--- src/rtl/bounce_gen.sv ---
// Contact-bounce generator: on request, toggles o_line 2*GLITCH_N+1 times, then holds it for SETTLE_N cycles.
// Define BOUNCE_GEN_RANDOM_EN to draw segment widths from an 8-bit LFSR instead of using GLITCH_MAX.
module bounce_gen #(
    parameter int unsigned GLITCH_N   = 3,
    parameter int unsigned GLITCH_MAX = 5,
    parameter int unsigned SETTLE_N   = 8,
    parameter logic [7:0]  LFSR_SEED  = 8'hA5
) (
    input  logic       i_clk,
    input  logic       i_rst_n,
    input  logic       i_start,
    input  logic       i_level,
    output logic       o_line,
    output logic       o_busy,
    output logic       o_done,
    output logic [1:0] o_state
);

    localparam int unsigned TOG_TOTAL = 2 * GLITCH_N + 1;
    localparam int TOG_W = $clog2(TOG_TOTAL + 1);
    localparam int SEG_W = $clog2(GLITCH_MAX + 1);
    localparam int SET_W = $clog2(SETTLE_N + 1);
    localparam logic [TOG_W-1:0] TOG_LAST = TOG_W'(TOG_TOTAL);
    localparam logic [SEG_W-1:0] SEG_MAX  = SEG_W'(GLITCH_MAX);
    localparam logic [SET_W-1:0] SET_LAST = SET_W'(SETTLE_N);

    typedef enum logic [1:0] {
        IDLE   = 2'd0,
        BOUNCE = 2'd1,
        SETTLE = 2'd2
    } state_t;

    state_t             state_q, state_d;
    logic               line_q, line_d;
    logic               busy_q, busy_d;
    logic               done_q, done_d;
    logic               target_q, target_d;
    logic [TOG_W-1:0]   tog_q, tog_d;
    logic [SEG_W-1:0]   seg_q, seg_d;
    logic [SET_W-1:0]   set_q, set_d;
    logic [TOG_W-1:0]   tog_inc;
    logic [SEG_W-1:0]   w_cur;

`ifdef BOUNCE_GEN_RANDOM_EN
    localparam logic [7:0] SEED_EFF = (LFSR_SEED == 8'h00) ? 8'h01 : LFSR_SEED;
    logic [7:0]       lfsr_q;
    logic [SEG_W-1:0] w_q, w_d;
    logic [8:0]       w_raw;
    logic [SEG_W-1:0] w_sample;

    // Fibonacci LFSR, x^8+x^6+x^5+x^4+1; free-running in every state.
    always_ff @(posedge i_clk or negedge i_rst_n) begin
        if (!i_rst_n) begin
            lfsr_q <= SEED_EFF;
            w_q    <= '0;
        end else begin
            lfsr_q <= {lfsr_q[6:0], lfsr_q[7] ^ lfsr_q[5] ^ lfsr_q[4] ^ lfsr_q[3]};
            w_q    <= w_d;
        end
    end

    assign w_raw    = ({1'b0, lfsr_q} % 9'(GLITCH_MAX)) + 9'd1;
    assign w_sample = SEG_W'(w_raw);
    assign w_cur    = w_q;
`else
    assign w_cur = SEG_MAX;
`endif

    always_ff @(posedge i_clk or negedge i_rst_n) begin
        if (!i_rst_n) begin
            state_q  <= IDLE;
            line_q   <= 1'b0;
            busy_q   <= 1'b0;
            done_q   <= 1'b0;
            target_q <= 1'b0;
            tog_q    <= '0;
            seg_q    <= '0;
            set_q    <= '0;
        end else begin
            state_q  <= state_d;
            line_q   <= line_d;
            busy_q   <= busy_d;
            done_q   <= done_d;
            target_q <= target_d;
            tog_q    <= tog_d;
            seg_q    <= seg_d;
            set_q    <= set_d;
        end
    end

    assign tog_inc = tog_q + 1'b1;

    always_comb begin
        state_d  = state_q;
        line_d   = line_q;
        busy_d   = busy_q;
        done_d   = 1'b0;
        target_d = target_q;
        tog_d    = tog_q;
        seg_d    = seg_q;
        set_d    = set_q;
`ifdef BOUNCE_GEN_RANDOM_EN
        w_d      = w_q;
`endif
        case (state_q)
            IDLE: begin
                busy_d = 1'b0;
                if (i_start) begin
                    if (i_level != line_q) begin
                        target_d = i_level;
                        line_d   = ~line_q;
                        busy_d   = 1'b1;
                        tog_d    = TOG_W'(1);
                        seg_d    = SEG_W'(1);
`ifdef BOUNCE_GEN_RANDOM_EN
                        w_d      = w_sample;
`endif
                        // With no glitches the first toggle is already the final one.
                        if (TOG_LAST == TOG_W'(1)) begin
                            state_d = SETTLE;
                            set_d   = SET_W'(1);
                        end else begin
                            state_d = BOUNCE;
                        end
                    end else begin
                        done_d = 1'b1;
                    end
                end
            end
            BOUNCE: begin
                if (seg_q >= w_cur) begin
                    line_d = ~line_q;
                    tog_d  = tog_inc;
                    seg_d  = SEG_W'(1);
`ifdef BOUNCE_GEN_RANDOM_EN
                    w_d    = w_sample;
`endif
                    if (tog_inc >= TOG_LAST) begin
                        line_d  = target_q;
                        state_d = SETTLE;
                        set_d   = SET_W'(1);
                    end
                end else begin
                    seg_d = seg_q + 1'b1;
                end
            end
            SETTLE: begin
                if (set_q >= SET_LAST) begin
                    done_d  = 1'b1;
                    busy_d  = 1'b0;
                    state_d = IDLE;
                    tog_d   = '0;
                    seg_d   = '0;
                    set_d   = '0;
                end else begin
                    set_d = set_q + 1'b1;
                end
            end
            default: begin
                state_d = IDLE;
                busy_d  = 1'b0;
            end
        endcase
    end

    assign o_line  = line_q;
    assign o_busy  = busy_q;
    assign o_done  = done_q;
    assign o_state = state_q;

endmodule

--- config.mk ---
export PLATFORM = sky130hd
export DESIGN_NAME = bounce_gen
export DESIGN_NICKNAME = d
export VERILOG_FILES = /design/src/rtl/bounce_gen.sv
export SDC_FILE = /design/constraint.sdc
export NUM_CORES = 1
export LEC_CHECK = 0
export BUFFER_PORTS_ARGS = -buffer_cell sky130_fd_sc_hd__clkbuf_2
export CAP_MARGIN = 30
export CORE_ASPECT_RATIO = 0.6
export CORE_MARGIN = 1.5
export CORE_UTILIZATION = 35
export CTS_CLUSTER_DIAMETER = 200
export DETAILED_ROUTE_END_ITERATION = 10
export SYNTH_ARGS = -nofsm -noshare
export SYNTH_HDL_FRONTEND = slang
export SYNTH_SLANG_ARGS = --single-unit
--- constraint.sdc ---
create_clock -name i_clk -period 1.8 [get_ports i_clk]
set_input_delay 0 -clock i_clk [delete_from_list [all_inputs] [get_ports i_clk]]
set_output_delay 0 -clock i_clk [all_outputs]
set_load 0.05 [all_outputs]
==> results by group, run 1 <==
Logic synthesis
  • Post-Synth XOR/XNOR Area: 1.68%
  • Yosys cell types: 37
  • Simple-gate share of the synthesized area: 14.6%
  • Post-synth EDFFs: 0
  • Synth Flop Type: dfrtp_1
  • Cell Area, Synth: 1040 µm²
  • Seq/Total Area, Yosys: 38.4%
  • Synth Area in Compound Gates: 18.9%
  • Avg Inst Size Synth: 10.4 µm²
  • Gate Count Post-Synth: 100
  • Post-Synthesis Net Count: 116
  • Post-synthesis mux area share: 8.39%
  • Yosys reg bits: 16
  • FFs w/ async S/R, synth: 100%
  • YS warnings: 0
  • Largest family of logic cells by synthesized area: compound AO/OA/AOI/OAI gates
  • Post-synthesis adder-cell area fraction: 14.4%

Power
  • VDD IR-drop max: 0.861 mV
  • Pwr per Cell Area: 1880 nW/µm²
  • LEAKAGE: 0.608 nW

Critical path
  • Critical Path Start Type: register
  • CP max stage delay: 400 ps
  • Critical path arrival: 1900 ps
  • CP Max Fanout: 3
  • FF-to-FF setup slack: 40 ps
  • CP bufs+invs: 1
  • Worst-path cell chain: inv_2, ha_4, o21ba_4, or2_1, o2111a_1, a211o_2
  • Critical Path Sink Type: register
  • CP required: 1940 ps
  • CP top delay family: compound AO/OA/AOI/OAI gates
  • Slowest stage cell, crit path: dfrtp_1
  • WS Path Type: reg -> reg

GRT
  • Initial antenna violation count: 0
  • Largest net degree at the start of global routing: 17
  • Grt ovf: 0
  • Global-route usage over all layers: 14.8%
  • Vias in the first global route: 749
  • First-pass GRT wire length: 3570 µm

Timing
  • Final Worst Setup Slack: 38.4 ps
  • Final Skew: 1.75 ps
  • Unrepaired setup endpoints after global routing: no
  • Worst-margin pin slew: 465 ps
  • Final setup vio count: 0
  • Minimum clock period: 1760 ps
  • Tcrit/Tclk final: 97.9%
  • Rel. slew slack: 68.8%
  • Fmax: 0.568 GHz
  • Final Hold Violating Endpoints: 0
  • Final setup TNS: 0 ps
  • Max-slew violation count: 0

Placement
  • Placed Instances: 160
  • Post-DP HPWL: 1660 µm
  • GP Congestion: 0.810
  • PortBufs: 8
  • Place WS: -12.1 ps

Floorplanning
  • # rows: 15
  • Initial Util: 36.6%
  • Core ar.: 2850 µm²
  • Die area: 3330 µm²
  • Io pins: 9
  • Chip width: 73.5 µm
  • Die height: 45.3 µm

Clock tree
  • CTS Sinks: 16
  • Clk_lat worst skew: 250 ps
  • Clock slew at reported path FFs: 70 ps
  • CTS tree: built
  • Clock tree buffer depth: 2
  • Root buf cell: clkbuf_8
  • CTS buffer count: 3
  • CTS H-tree lvls: 1

Route
  • Drt pass-1 iters: 4
  • Via count: 840
  • Via density: 5.03
  • Post-route ant nets: 0
  • Residual DRC: 0
  • Total Wirelength: 2270 µm
  • Drt wl/cell: 13.6 µm
  • Initial drt markers: 49

Worst hold path
  • Worst hold path class: in -> reg

Layout
  • ANT cells: 0
  • Commonest non-fill, non-tap cell in the layout: dfrtp_1
  • Final Non-Filler Cells: 167
  • Area delta synth->final: 30.7%
  • Layout cells sized above 1: 39.2%
  • Multi-input gate area: 682 µm²
  • Sequential cell area: 403 µm²
  • Fill cell count: 262
  • Final #Nets: 142
  • Most frequent cells in the layout: dfrtp_1, buf_4, inv_1, ha_1, clkbuf_2

Outcome
  • Outcome: completed

Flow run
  • MaxCap Viol Count: 0
[final cells by class]
cell class              count  area share, %
well taps                  42           3.85
flip-flops and latches     16           29.5
inverters                   9           2.48
repair buffers             22           10.8
clock buffers               4           3.30
multi-input cells          74           50.0
[worst register-to-register path, cell delays in order (launching register included)]
cell,delay (ps)
dfrtp_1,400
inv_2,80
ha_4,190
o21ba_4,200
or2_1,240
o2111a_1,240
a211o_2,300
[timing repair]
action                     CTS  global route
pin swaps                    1             1
hold endpoints to repair    16             0
hold buffers                 1             0
setup endpoints to repair    4            11
buffers inserted             1             1
gates cloned                 0             0
resized for setup            4             7
[synth_stat cells (2+ instances only)]
cell       count  area share, %
a31oi_1        2            1.2
xnor2_1        2            1.7
ha_1          12             14
a21oi_1        2           0.96
nand2_1        7            2.5
nand4b_1       2            1.7
nor2b_1        2            1.2
nand3_1        2           0.96
o21ai_0        3            1.4
mux2_2         6            6.5
o31ai_1        2            1.4
inv_1          9            3.2
nor2_1         6            2.2
o2bb2ai_1      2            1.7
o211ai_1       2            1.4
a32o_1         2            1.9
mux2i_1        2            1.9
dfrtp_1       16             38
[registers in the layout, summed over array words and instances (netlist names)]
register and flops:
tog_q 3, o_done 1, target_q 1, set_q 4, o_line 1, o_busy 1
o_state 2, seg_q 3
[worst paths after layout]
kind | startpoint | end | depth (start not counted)
setup / recovery | tog_q[0] | o_line | 6
hold / removal | i_level | target_q | 3
setup reg to reg | tog_q[0] | o_line | 6
hold reg to reg | o_busy | o_busy | 2
max in group asynchronous | i_rst_n | o_state[1] | 2
min in group asynchronous | i_rst_n | tog_q[2] | 2
[cell families after synthesis]
family                   after synthesis
AND/OR/NAND/NOR                       28
AO/OA/AOI/OAI                         24
flip-flops                            16
adder cells (fa/ha/maj)               12
buffers and inverters                 10
multiplexers                           8
XOR/XNOR                               2
[power by group]
group	switching, mW	total [mW]	internal, mW	leakage, nW
combinational	0.895	1.64	0.750	0.382
clock	0.128	0.285	0.157	0.0228
sequential	0.131	0.629	0.498	0.203
[routing by layer]
metal | up-vias | share of wire, % | track usage, %
met4 | 0 | 0 | 3.33
met5 | - | 0 | 0
met1 | 404 | 54 | 21.5
met3 | 0 | 4.5 | 4.69
li1 | 415 | - | -
met2 | 21 | 41 | 21.6
[metrics by stage]
stage / area (µm²) / utilization [%] / hold WS, ps / total power [mW]
after detailed placement: 1230 / 43.1 / -44.0 / 2.07
after CTS: 1320 / 46.3 / 27.9 / 2.46
final: 1360 / 47.8 / 23.5 / 2.56
after floorplan: 1060 / - / -296 / 1.64
after global routing: 1360 / 47.8 / 56.5 / 2.75
after global placement: 1230 / 43.1 / -45.9 / 2.04
Note: power is estimated with default switching activity, not from simulation.
==> run 2: changes to the inputs <==
--- a/config.mk
+++ b/config.mk
@@ -5,13 +5,14 @@
 export SDC_FILE = /design/constraint.sdc
 export NUM_CORES = 1
 export LEC_CHECK = 0
-export BUFFER_PORTS_ARGS = -buffer_cell sky130_fd_sc_hd__clkbuf_2
+export BUFFER_PORTS_ARGS = -buffer_cell sky130_fd_sc_hd__buf_2
 export CAP_MARGIN = 30
 export CORE_ASPECT_RATIO = 0.6
 export CORE_MARGIN = 1.5
 export CORE_UTILIZATION = 35
 export CTS_CLUSTER_DIAMETER = 200
 export DETAILED_ROUTE_END_ITERATION = 10
+export SLEW_MARGIN = 20
 export SYNTH_ARGS = -nofsm -noshare
 export SYNTH_HDL_FRONTEND = slang
 export SYNTH_SLANG_ARGS = --single-unit
==> results by group, run 2 (synthesized netlist as in run 1, its figures left out) <==
GRT
  • Met2 usage: 23.8%
  • Met3 Track Usage GR: 4.69%
  • Largest net degree at the start of global routing: 17
  • Grt ovf: 0
  • GRT busiest layer: met2
  • Global-route usage over all layers: 15.4%
  • First-pass GRT wire length: 3770 µm
  • Vias in the first global route: 813
  • Initial antenna violation count: 0
  • Met1 Usage GRT: 21.1%

Timing
  • Minimum clock period: 1770 ps
  • Max-slew violation count: 0
  • Final Skew: 1.69 ps
  • Fmax: 0.566 GHz
  • Final setup vio count: 0
  • Final Hold Violating Endpoints: 0
  • Unrepaired setup endpoints after global routing: yes
  • Final Worst Setup Slack: 32.1 ps
  • Rel. slew slack: 69.4%
  • Tcrit/Tclk final: 98.2%
  • Worst-margin pin slew: 456 ps

Power
  • Pwr per Cell Area: 1890 nW/µm²
  • Comb power frac: 63.3%
  • Reg power frac: 24.2%
  • Pwr Total: 2.62 mW
  • LEAKAGE: 0.613 nW
  • Internal power: 1.45 mW
  • VDD IR-drop max: 0.706 mV
  • Sw Share: 44.7%
  • Clk network pwr share: 12.5%
  • NetSw: 1.17 mW

Placement
  • Place WS: -24.4 ps
  • Post-DP HPWL: 1660 µm
  • Placed Instances: 160
  • PortBufs: 8
  • GP Congestion: 0.803

Worst hold path
  • Worst hold path class: in -> reg
  • WHS Path Cells: 3
  • Hold EP: target_q
  • Hold path startpoint: i_level

Layout
  • Commonest non-fill, non-tap cell in the layout: dfrtp_1
  • Fill cell count: 265
  • Top flop regs: set_q: 4 flops, seg_q: 3 flops, tog_q: 3 flops
  • Final #Nets: 141
  • Final Non-Filler Cells: 166
  • Reg with most FFs: set_q
  • Max reg flops: 4
  • ANT cells: 0
  • Most frequent cells in the layout: dfrtp_1, buf_4, inv_1, ha_1, buf_2
  • Area delta synth->final: 32.5%
  • Layout cells sized above 1: 39.5%

Floorplanning
  • Chip width: 73.5 µm
  • Io pins: 9
  • # rows: 15
  • Core ar.: 2850 µm²
  • Die area: 3330 µm²
  • Die height: 45.3 µm
  • Initial Util: 36.6%

Clock tree
  • CTS H-tree lvls: 1
  • CTS buffer count: 3
  • Clock slew at reported path FFs: 70 ps
  • CTS tree: built
  • CTS Sinks: 16
  • Clock tree buffer depth: 2
  • Clk_lat worst skew: 250 ps
  • Root buf cell: clkbuf_8

Critical path
  • Critical path arrival: 1910 ps
  • CP max stage delay: 420 ps
  • Reg-to-Reg End: o_line
  • FF-to-FF setup slack: 30 ps
  • CP bufs+invs: 1
  • CP Max Fanout: 3
  • CP required: 1940 ps
  • CP top delay family: compound AO/OA/AOI/OAI gates
  • Critical Path Sink Type: register
  • Slowest stage cell, crit path: dfrtp_1
  • Critical Path Start Type: register
  • Reg-to-Reg Start: tog_q[1]
  • Worst-path cell chain: buf_6, ha_4, xnor2_4, or2_1, o2111a_1, a211o_2
  • R2R cell count: 6
  • WS Path Type: reg -> reg

Route
  • Initial drt markers: 18
  • Post-route ant nets: 0
  • Drt wl/cell: 13.7 µm
  • Residual DRC: 0
  • Drt pass-1 iters: 4
  • Total Wirelength: 2280 µm
  • Via density: 5.16
  • Via count: 856

Outcome
  • Outcome: completed

Flow run
  • MaxCap Viol Count: 0
[run 2: worst max path at each step]
stage,from,end,slack (ps),cells past startpoint
final,tog_q[1],o_line,30,6
after global routing,tog_q[1],o_line,-6,6
after CTS,tog_q[0],o_line,9,6
after detailed placement,tog_q[0],o_state[0],-20,6
after global placement,tog_q[0],o_line,20,6
after floorplan,o_state[0],set_q[0],-1,5
[run 2: what timing repair did]
action	CTS	global route
resized for setup	5	9
pin swaps	1	2
hold endpoints to repair	16	0
buffers inserted	1	0
endpoints found under the setup margin	4	11
hold buffers	1	0
[run 2: power by group through the flow]
stage,Clock [mW],Combinational [mW],Sequential (mW)
floorplan,0,0.855,0.790
global placement,0,1.43,0.607
detailed placement,0,1.45,0.619
CTS,0.337,1.55,0.619
global route,0.348,1.80,0.655
finish,0.327,1.66,0.635
[run 2: per-stage QoR]
step	hold slack [ps]	TNS, ps	utilization (%)	instance area, µm²
2_1_floorplan	-296	-1.45	-	1060
3_3_place_gp	-61.3	0	43.1	1230
6_report	6.56	0	48.5	1380
4_1_cts	5.24	0	46.8	1340
3_5_place_dp	-53.2	-60.1	43.1	1230
5_1_grt	62.6	-6.10	48.5	1380
[run 2: worst min-delay path, delay by kind of cell]
kind | cells | cell delay [ps]
buffers and inverters | 1 | 110
AND/OR/NAND/NOR | 1 | 70
AO/OA/AOI/OAI | 1 | 40
[run 2: cell type report]
class	instances	area (µm²)	share of cell area, %
multi-input combinational	74	691	50.0
sequential	16	403	29.1
timing repair buffer	21	148	10.7
clock buffer	4	55.1	3.98
tap	42	52.6	3.80
inverter	9	33.8	2.44
[run 2: per-layer routing]
metal | routed length, µm | share of wire, %
met4 | 34 | 1.5
met1 | 1190 | 52
met5 | 0 | 0
met3 | 84 | 3.7
met2 | 973 | 43
